**src/rtl/class_score_collector_pkg.sv**
```systemverilog
// Shared definitions for the class score collector.
//   SCORE_W     : width of one signed class score
//   NUM_CLASSES : slots per frame (beat k of a frame is class k)
//   IDX_W       : width of the slot write index
//   SCORE_MIN   : most negative score, used to pad short frames
//   state_e     : collector FSM state encoding
package class_score_collector_pkg;

  localparam int unsigned SCORE_W     = 16;
  localparam int unsigned NUM_CLASSES = 10;
  localparam int unsigned IDX_W       = 4;

  // Padding value for missing classes; it can never win an argmax.
  localparam logic [SCORE_W-1:0] SCORE_MIN = {1'b1, {(SCORE_W-1){1'b0}}};

  typedef enum logic [1:0] {
    StFill = 2'd0,
    StDrop = 2'd1,
    StHold = 2'd2
  } state_e;

endpackage

```
**src/rtl/class_score_collector.sv**
```systemverilog
// Collects ten serial class scores (one per valid/ready beat, class order 0..9)
// into slot registers and presents them as one stable parallel frame.
// Ports:
//   clk, rst        : clock, asynchronous active-high reset
//   in_valid        : in_score/in_last valid
//   in_ready        : beat accepted this cycle when in_valid is also high
//   in_score        : score of the current class
//   in_last         : final beat of the frame
//   out_valid       : image_numbers holds a complete frame
//   out_ready       : downstream consumes the frame
//   image_numbers   : slot k at [k*SCORE_W +: SCORE_W]
//   short_frame     : frame had fewer than NUM_CLASSES beats (padded with SCORE_MIN)
//   overflow        : frame had more than NUM_CLASSES beats (extra beats dropped)
module class_score_collector
  import class_score_collector_pkg::*;
(
  input  logic                           clk,
  input  logic                           rst,
  input  logic                           in_valid,
  output logic                           in_ready,
  input  logic [SCORE_W-1:0]             in_score,
  input  logic                           in_last,
  output logic                           out_valid,
  input  logic                           out_ready,
  output logic [NUM_CLASSES*SCORE_W-1:0] image_numbers,
  output logic                           short_frame,
  output logic                           overflow
);

  localparam logic [IDX_W-1:0] LastIdx = IDX_W'(NUM_CLASSES - 1);

  state_e             state_q, state_d;
  logic [IDX_W-1:0]   wr_idx_q, wr_idx_d;
  logic [SCORE_W-1:0] slots_q [NUM_CLASSES];
  logic [SCORE_W-1:0] slots_d [NUM_CLASSES];
  logic               short_q, short_d;
  logic               overflow_q, overflow_d;
  logic               in_ready_q, in_ready_d;
  logic               out_valid_q, out_valid_d;
  logic               accept;

  always_comb begin
    state_d    = state_q;
    wr_idx_d   = wr_idx_q;
    slots_d    = slots_q;
    short_d    = short_q;
    overflow_d = overflow_q;
    accept     = in_valid & in_ready_q;

    unique case (state_q)
      StFill: begin
        if (accept) begin
          slots_d[wr_idx_q] = in_score;
          wr_idx_d          = wr_idx_q + IDX_W'(1);
          if (wr_idx_q == LastIdx) begin
            if (in_last) begin
              state_d = StHold;
            end else begin
              state_d    = StDrop;
              overflow_d = 1'b1;
            end
          end else if (in_last) begin
            // Early end of frame: pad the remaining classes in the same cycle.
            for (int k = 0; k < NUM_CLASSES; k++) begin
              if (k > int'(wr_idx_q)) slots_d[k] = SCORE_MIN;
            end
            short_d = 1'b1;
            state_d = StHold;
          end
        end
      end
      StDrop: begin
        if (accept && in_last) state_d = StHold;
      end
      StHold: begin
        if (out_ready) begin
          state_d    = StFill;
          wr_idx_d   = '0;
          short_d    = 1'b0;
          overflow_d = 1'b0;
        end
      end
      default: state_d = StFill;
    endcase

    // Handshake outputs are registered copies of the next-state decode.
    in_ready_d  = (state_d != StHold);
    out_valid_d = (state_d == StHold);
  end

  always_ff @(posedge clk or posedge rst) begin
    if (rst) begin
      state_q     <= StFill;
      wr_idx_q    <= '0;
      short_q     <= 1'b0;
      overflow_q  <= 1'b0;
      in_ready_q  <= 1'b1;
      out_valid_q <= 1'b0;
      for (int k = 0; k < NUM_CLASSES; k++) slots_q[k] <= '0;
    end else begin
      state_q     <= state_d;
      wr_idx_q    <= wr_idx_d;
      short_q     <= short_d;
      overflow_q  <= overflow_d;
      in_ready_q  <= in_ready_d;
      out_valid_q <= out_valid_d;
      for (int k = 0; k < NUM_CLASSES; k++) slots_q[k] <= slots_d[k];
    end
  end

  always_comb begin
    image_numbers = '0;
    for (int k = 0; k < NUM_CLASSES; k++) begin
      image_numbers[k*SCORE_W +: SCORE_W] = slots_q[k];
    end
  end

  assign in_ready    = in_ready_q;
  assign out_valid   = out_valid_q;
  assign short_frame = short_q;
  assign overflow    = overflow_q;

endmodule

```
**config.mk**
```make
export PLATFORM = sky130hd
export DESIGN_NAME = class_score_collector
export DESIGN_NICKNAME = d
export VERILOG_FILES = /design/src/rtl/class_score_collector_pkg.sv /design/src/rtl/class_score_collector.sv
export SDC_FILE = /design/constraint.sdc
export NUM_CORES = 1
export LEC_CHECK = 0
export CAP_MARGIN = 5
export CORE_UTILIZATION = 56
export CTS_CLUSTER_SIZE = 30
export DETAILED_ROUTE_END_ITERATION = 6
export DONT_BUFFER_PORTS = 1
export HOLD_SLACK_MARGIN = 0.15
export PLACE_DENSITY = 0.82
export SYNTH_ARGS = -nofsm -noshare
export SYNTH_HDL_FRONTEND = slang
export SYNTH_SLANG_ARGS = --single-unit
```
**constraint.sdc**
```tcl
create_clock -name clk -period 9.5 [get_ports clk]
set_input_delay 0.95 -clock clk [delete_from_list [all_inputs] [get_ports clk]]
set_output_delay 0.95 -clock clk [all_outputs]
set_load 0.02 [all_outputs]
```
Yosys cells after proc, flatten, opt, wreduce, memory -nomap -nowiden --
Cells that the tools add are included.
Operators by class: add/sub/neg operators 1, multiply operators 0, div/mod/pow operators 0, order comparisons 11, equality and inequality tests 11, shift operators 0, muxes and demuxes 33, bitwise logic cells 2, reductions and logical operators 8
Operators with widths (count):
- 144-bit two-way mux | 2
- 160-bit bitwise mux | 1
- 16-bit two-way mux | 10
- 16-bit demux with 4-bit select | 1
- 3-bit by 4-bit greater-than comparator with 1-bit output, first input constant | 4
- 2-bit != test, second input constant | 7
- 2-bit two-way mux | 6
- 5-bit AND reduction | 2
- 2-bit by 4-bit greater-than comparator with 1-bit output, first input constant | 2
- 4-bit greater-than comparator, first input constant | 2
- 4-bit two-way mux | 2
- 4-bit one-hot mux with 2 select lines | 1
- 1-bit two-way mux | 7
- 2-bit one-hot mux with 3 select lines | 1
- 5-bit >= comparator, second input constant | 1
- 5-bit by 1-bit < comparator with 1-bit output, second input constant | 1
- 4-bit NOT with 5-bit output | 1
- 4-bit by 1-bit adder with 4-bit output, second input constant | 1
- 2-bit == test, second input constant | 2
- 4-bit == test, second input constant | 1
- 1-bit by 4-bit greater-than comparator with 1-bit output, first input constant | 1
- 1-bit one-hot mux with 2 select lines | 2
- 3-bit AND reduction | 1
- 2-bit by 1-bit == test with 1-bit output, second input constant | 1
- other kinds (5) | 6
Word-level totals: flip-flop bits (word level) 170, latch bits 0, RAM bits 0, bits in read-only memories 0, input bits 21, output and inout bits 164, memories kept 0

Depth between registers and ports, before layout --
depth in word-level cells 9, gate-level depth with buffers 8, depth with buffers taken out 5

Worst setup path before layout --
No wires, ideal clock.
path kind input-to-reg, from in in_last, to reg slots_q, in the netlist image_numbers[16], setup time 0.121 ns, arrival 2.112 ns, required time 9.379 ns, path slack 7.267 ns, cell stages on the path 4, cells stage by stage or3b_1 a2111o_1 buf_6 a22o_1
Between the ends: longest elaborated chain between the ends 2
RTL lines:
- start, declared | line class_score_collector.sv:22 | input logic in_last,
- 144-bit two-way mux | line class_score_collector.sv:62 | end else if (in_last) begin
- 144-bit two-way mux | line class_score_collector.sv:55 | if (wr_idx_q == LastIdx) begin
- end, declared | line class_score_collector.sv:34 | logic [SCORE_W-1:0] slots_q [NUM_CLASSES];
No other way between the ends. A chain may end at the register's enable or synchronous reset.

Final worst setup path --
from reg in_ready_q, in the netlist in_ready, to reg slots_q, in the netlist image_numbers[4]
Between the ends: longest elaborated chain between the ends 2
RTL lines:
- start, declared | line class_score_collector.sv:38 | logic in_ready_q, in_ready_d;
- start signal, assigned | line class_score_collector.sv:105 | in_ready_q <= in_ready_d;
- 1-bit bitwise AND | line class_score_collector.sv:48 | accept = in_valid & in_ready_q;
- 2-bit AND reduction (no source line)
No other way between the ends.

==> results.yml <==
run_status:
  run_status: "completed"
worst_setup_path:
  critical_path.max_fanout: 109
  worstSetupPathType: "flop to flop"
  worst_setup_path_end_kind: "flop"
  cp.required_ns: 9.80
  cp_data_arrival_time_ns: 3.37
  worst_setup_path_start_kind: "flop"
synthesis:
  ys_ff_latch: 170
  synth_ff_type: "sky130_fd_sc_hd__dfrtp_1"
  synth_top_area_share: 0.587
  post_synth_xor_area_fraction: 0
  synth_compound_gate_area_share: 0.201
  mappedNetlistArea_um2: 7200
  synth.lib_cells_used.distinct: 37
  synth-edff-count: 0
  synthAdderAreaFrac: 0.00695
  dominant_combinational_cell_family_by_area_after_synthesis: "compound AO/OA/AOI/OAI gates"
  synth.mux.area_fraction: 0.0281
  async_reset_ff_frac: 1.00
  synth_cells: 679
  synth_largest_area_cell: "sky130_fd_sc_hd__dfrtp_1"
  yosysWarnings: 0
  synthesis.nets: 704
  synth_area_leaders: "sky130_fd_sc_hd__dfrtp_1 59%, sky130_fd_sc_hd__o21ai_0 7.0%, sky130_fd_sc_hd__nand3_1 6.8%"
  synth_simple_gate_area_share: 0.117
  synth.yosys.seq_area_share: 0.591
  syn_area_per_cell_um2: 10.6
power:
  total_leakage_power_nw: 3.33
  power.density_cell_area_nw_per_um2: 308
  design_power_total_mw: 2.36
  vdd_drop_max_v: 0.000160
cells_and_area:
  fin_nets: 645
  antenna_cells_inserted: 0
  drive_above_1_share: 0.0934
  instances_no_fill: 804
  synthToLayoutAreaGrowth_pct: 6.64
route:
  met2_wirelength_um: 9300
  detail_route.wirelength_um: 19900
  vias: 5444
  detail_route.iter0.violations: 746
  detail_route.wl_per_cell_um: 24.8
  highest_routed_layer: "met4"
  number_of_vias_per_cell: 6.77
  met3_wirelength_um: 2440
  drc_errors: 0
  drt-met1-wl_um: 7670
  firstDrtPassIters: 7
  ant_nets: 0
sta:
  finalClockSkew_ns: 0.00858
  post-route-period-util: 0.323
  setup_viol: 0
  setup_tns_ns: 0
  worst_slew_pin_slew_ns: 1.10
  final_hold_viol_count: 0
  worst_slew_slack_as_a_fraction_of_its_limit: 0.270
  layout_min_cycle_time_ns: 3.07
  rsz0062_at_grt: "no"
  max_freq_mhz: 326
  timing.final.max_slew_violations: 0
grt:
  grt_first_pass_wirelength_um: 29900
  vias_in_the_first_global_route: 5151
  grt_max_degree: 110
  global_route.usage.total: 0.304
  grt_overflow: 0
  antenna_found_initial: 0
clock_tree:
  cts_repair_resize_count: 0
  cts_tree: "yes"
  cts_sinks: 170
  cts_setup_buffers: 0
  cts_inserted_buffers: 17
  maximum_root_to_sink_buffer_count: 2
  maximum_level_of_the_cts_h_tree: 4
  clkLatencyLatePin_ns: 0.43
  clk_root_buffer_cell: "sky130_fd_sc_hd__clkbuf_16"
  cts_hold_buf: 0
  path_clk_slew_ns: 0.06
floorplan:
  placement_rows: 41
  initial_utilization: 0.573
  die_area_um2: 13300
  coreArea_um2: 12600
  ioPinCount: 185
  die_h_um: 115
  die_w_um: 115
place:
  dpl.cell_count: 773
  hpwlAfterDp_um: 12500
  place_congestion: 0.822
  port_buffers: 0
run:
  drv.max_cap_violation_count: 0
min_path:
  hold_path_class: "input port to async pin"
## sequential cells by signal, indices dropped and copies added, names as in the netlist
name	flops
short_frame	1
overflow	1
wr_idx_q	4
state_q	2
image_numbers	160
out_valid	1
in_ready	1
## cell usage after synthesis (3+ instances only)
library cell                 n
sky130_fd_sc_hd__inv_1      10
sky130_fd_sc_hd__o21ai_0   101
sky130_fd_sc_hd__clkbuf_1   56
sky130_fd_sc_hd__a21oi_1    92
sky130_fd_sc_hd__nor2_1      4
sky130_fd_sc_hd__nand3_1    98
sky130_fd_sc_hd__dfrtp_1   169
sky130_fd_sc_hd__buf_4       4
sky130_fd_sc_hd__mux2_2     18
sky130_fd_sc_hd__and3b_1     7
sky130_fd_sc_hd__a22oi_1     3
sky130_fd_sc_hd__ha_1        4
sky130_fd_sc_hd__buf_2      20
sky130_fd_sc_hd__nand3b_1   13
sky130_fd_sc_hd__a22o_1     45
sky130_fd_sc_hd__and3_1      8
## path summary, 6_finish.rpt
check | from | cells after the start | end | slack, ns
hold / removal | rst | 1 | image_numbers[16] | 0.53
setup reg to reg | in_ready | 4 | image_numbers[4] | 6.43
hold reg to reg | state_q[1] | 1 | state_q[0] | 0.61
max in group asynchronous | rst | 2 | image_numbers[104] | 7.43
setup / recovery | in_ready | 4 | image_numbers[4] | 6.43
min in group clk | state_q[1] | 1 | state_q[0] | 0.61
## layout by cell type (no fill, tap or decap), types with 3 or more instances in the layout
master and instances:
sky130_fd_sc_hd__dfrtp_1 169, sky130_fd_sc_hd__o21ai_0 101, sky130_fd_sc_hd__nand3_1 98, sky130_fd_sc_hd__a21oi_1 92, sky130_fd_sc_hd__a22o_1 45, sky130_fd_sc_hd__mux2_2 18
sky130_fd_sc_hd__clkbuf_16 17, sky130_fd_sc_hd__nand3b_1 13, sky130_fd_sc_hd__inv_1 9, sky130_fd_sc_hd__and3_1 8, sky130_fd_sc_hd__and3b_1 7, sky130_fd_sc_hd__clkbuf_8 5
sky130_fd_sc_hd__buf_4 5, sky130_fd_sc_hd__nor2_1 4, sky130_fd_sc_hd__ha_1 4, sky130_fd_sc_hd__a22oi_1 3, sky130_fd_sc_hd__clkinvlp_4 3
## layer usage
layer | vias to the layer above | GRT usage
li1 | 2325 | -
met1 | 2702 | 0.388
met2 | 371 | 0.469
met3 | 46 | 0.110
met4 | 0 | 0.130
met5 | - | 0
## power breakdown
group	internal [mW]	switching, mW
Sequential	0.912	0.399
Combinational	0.163	0.214
Clock	0.395	0.281
Total	1.47	0.894
## stage by stage
| stage | hold WS (ns) | worst slack [ns] | area, um2 | utilization |
|---|---|---|---|---|
| floorplan | 0.546 | 3.95 | 7200 | - |
| global placement | 0.561 | 6.37 | 7100 | 0.565 |
| detailed placement | 0.600 | 6.25 | 7100 | 0.565 |
| CTS | 0.538 | 6.52 | 7680 | 0.611 |
| global route | 0.562 | 6.33 | 7680 | 0.611 |
| finish | 0.527 | 6.43 | 7680 | 0.611 |
## cell families after synthesis
group	after synthesis
compound gates	249
fa+ha+maj	4
buf+inv	93
flops	170
mux	18
simple gates	145
## final cells by class
type | count | area, um2
fillers | 983 | 4890
well taps | 172 | 215
clock buffers | 22 | 494
repair buffers | 5 | 37.5
clock inverters | 9 | 88.8
multi-input cells | 416 | 2550
inverters | 10 | 42.5
flip-flops and latches | 170 | 4260
## worst max-delay path: stages, from the launching register on
cell and delay, ns:
sky130_fd_sc_hd__dfstp_2 0.65, sky130_fd_sc_hd__and4bb_4 0.25, sky130_fd_sc_hd__buf_4 0.80, sky130_fd_sc_hd__nand3_2 0.69
sky130_fd_sc_hd__mux2_2 0.49
Power figures use the tool's default switching activity.
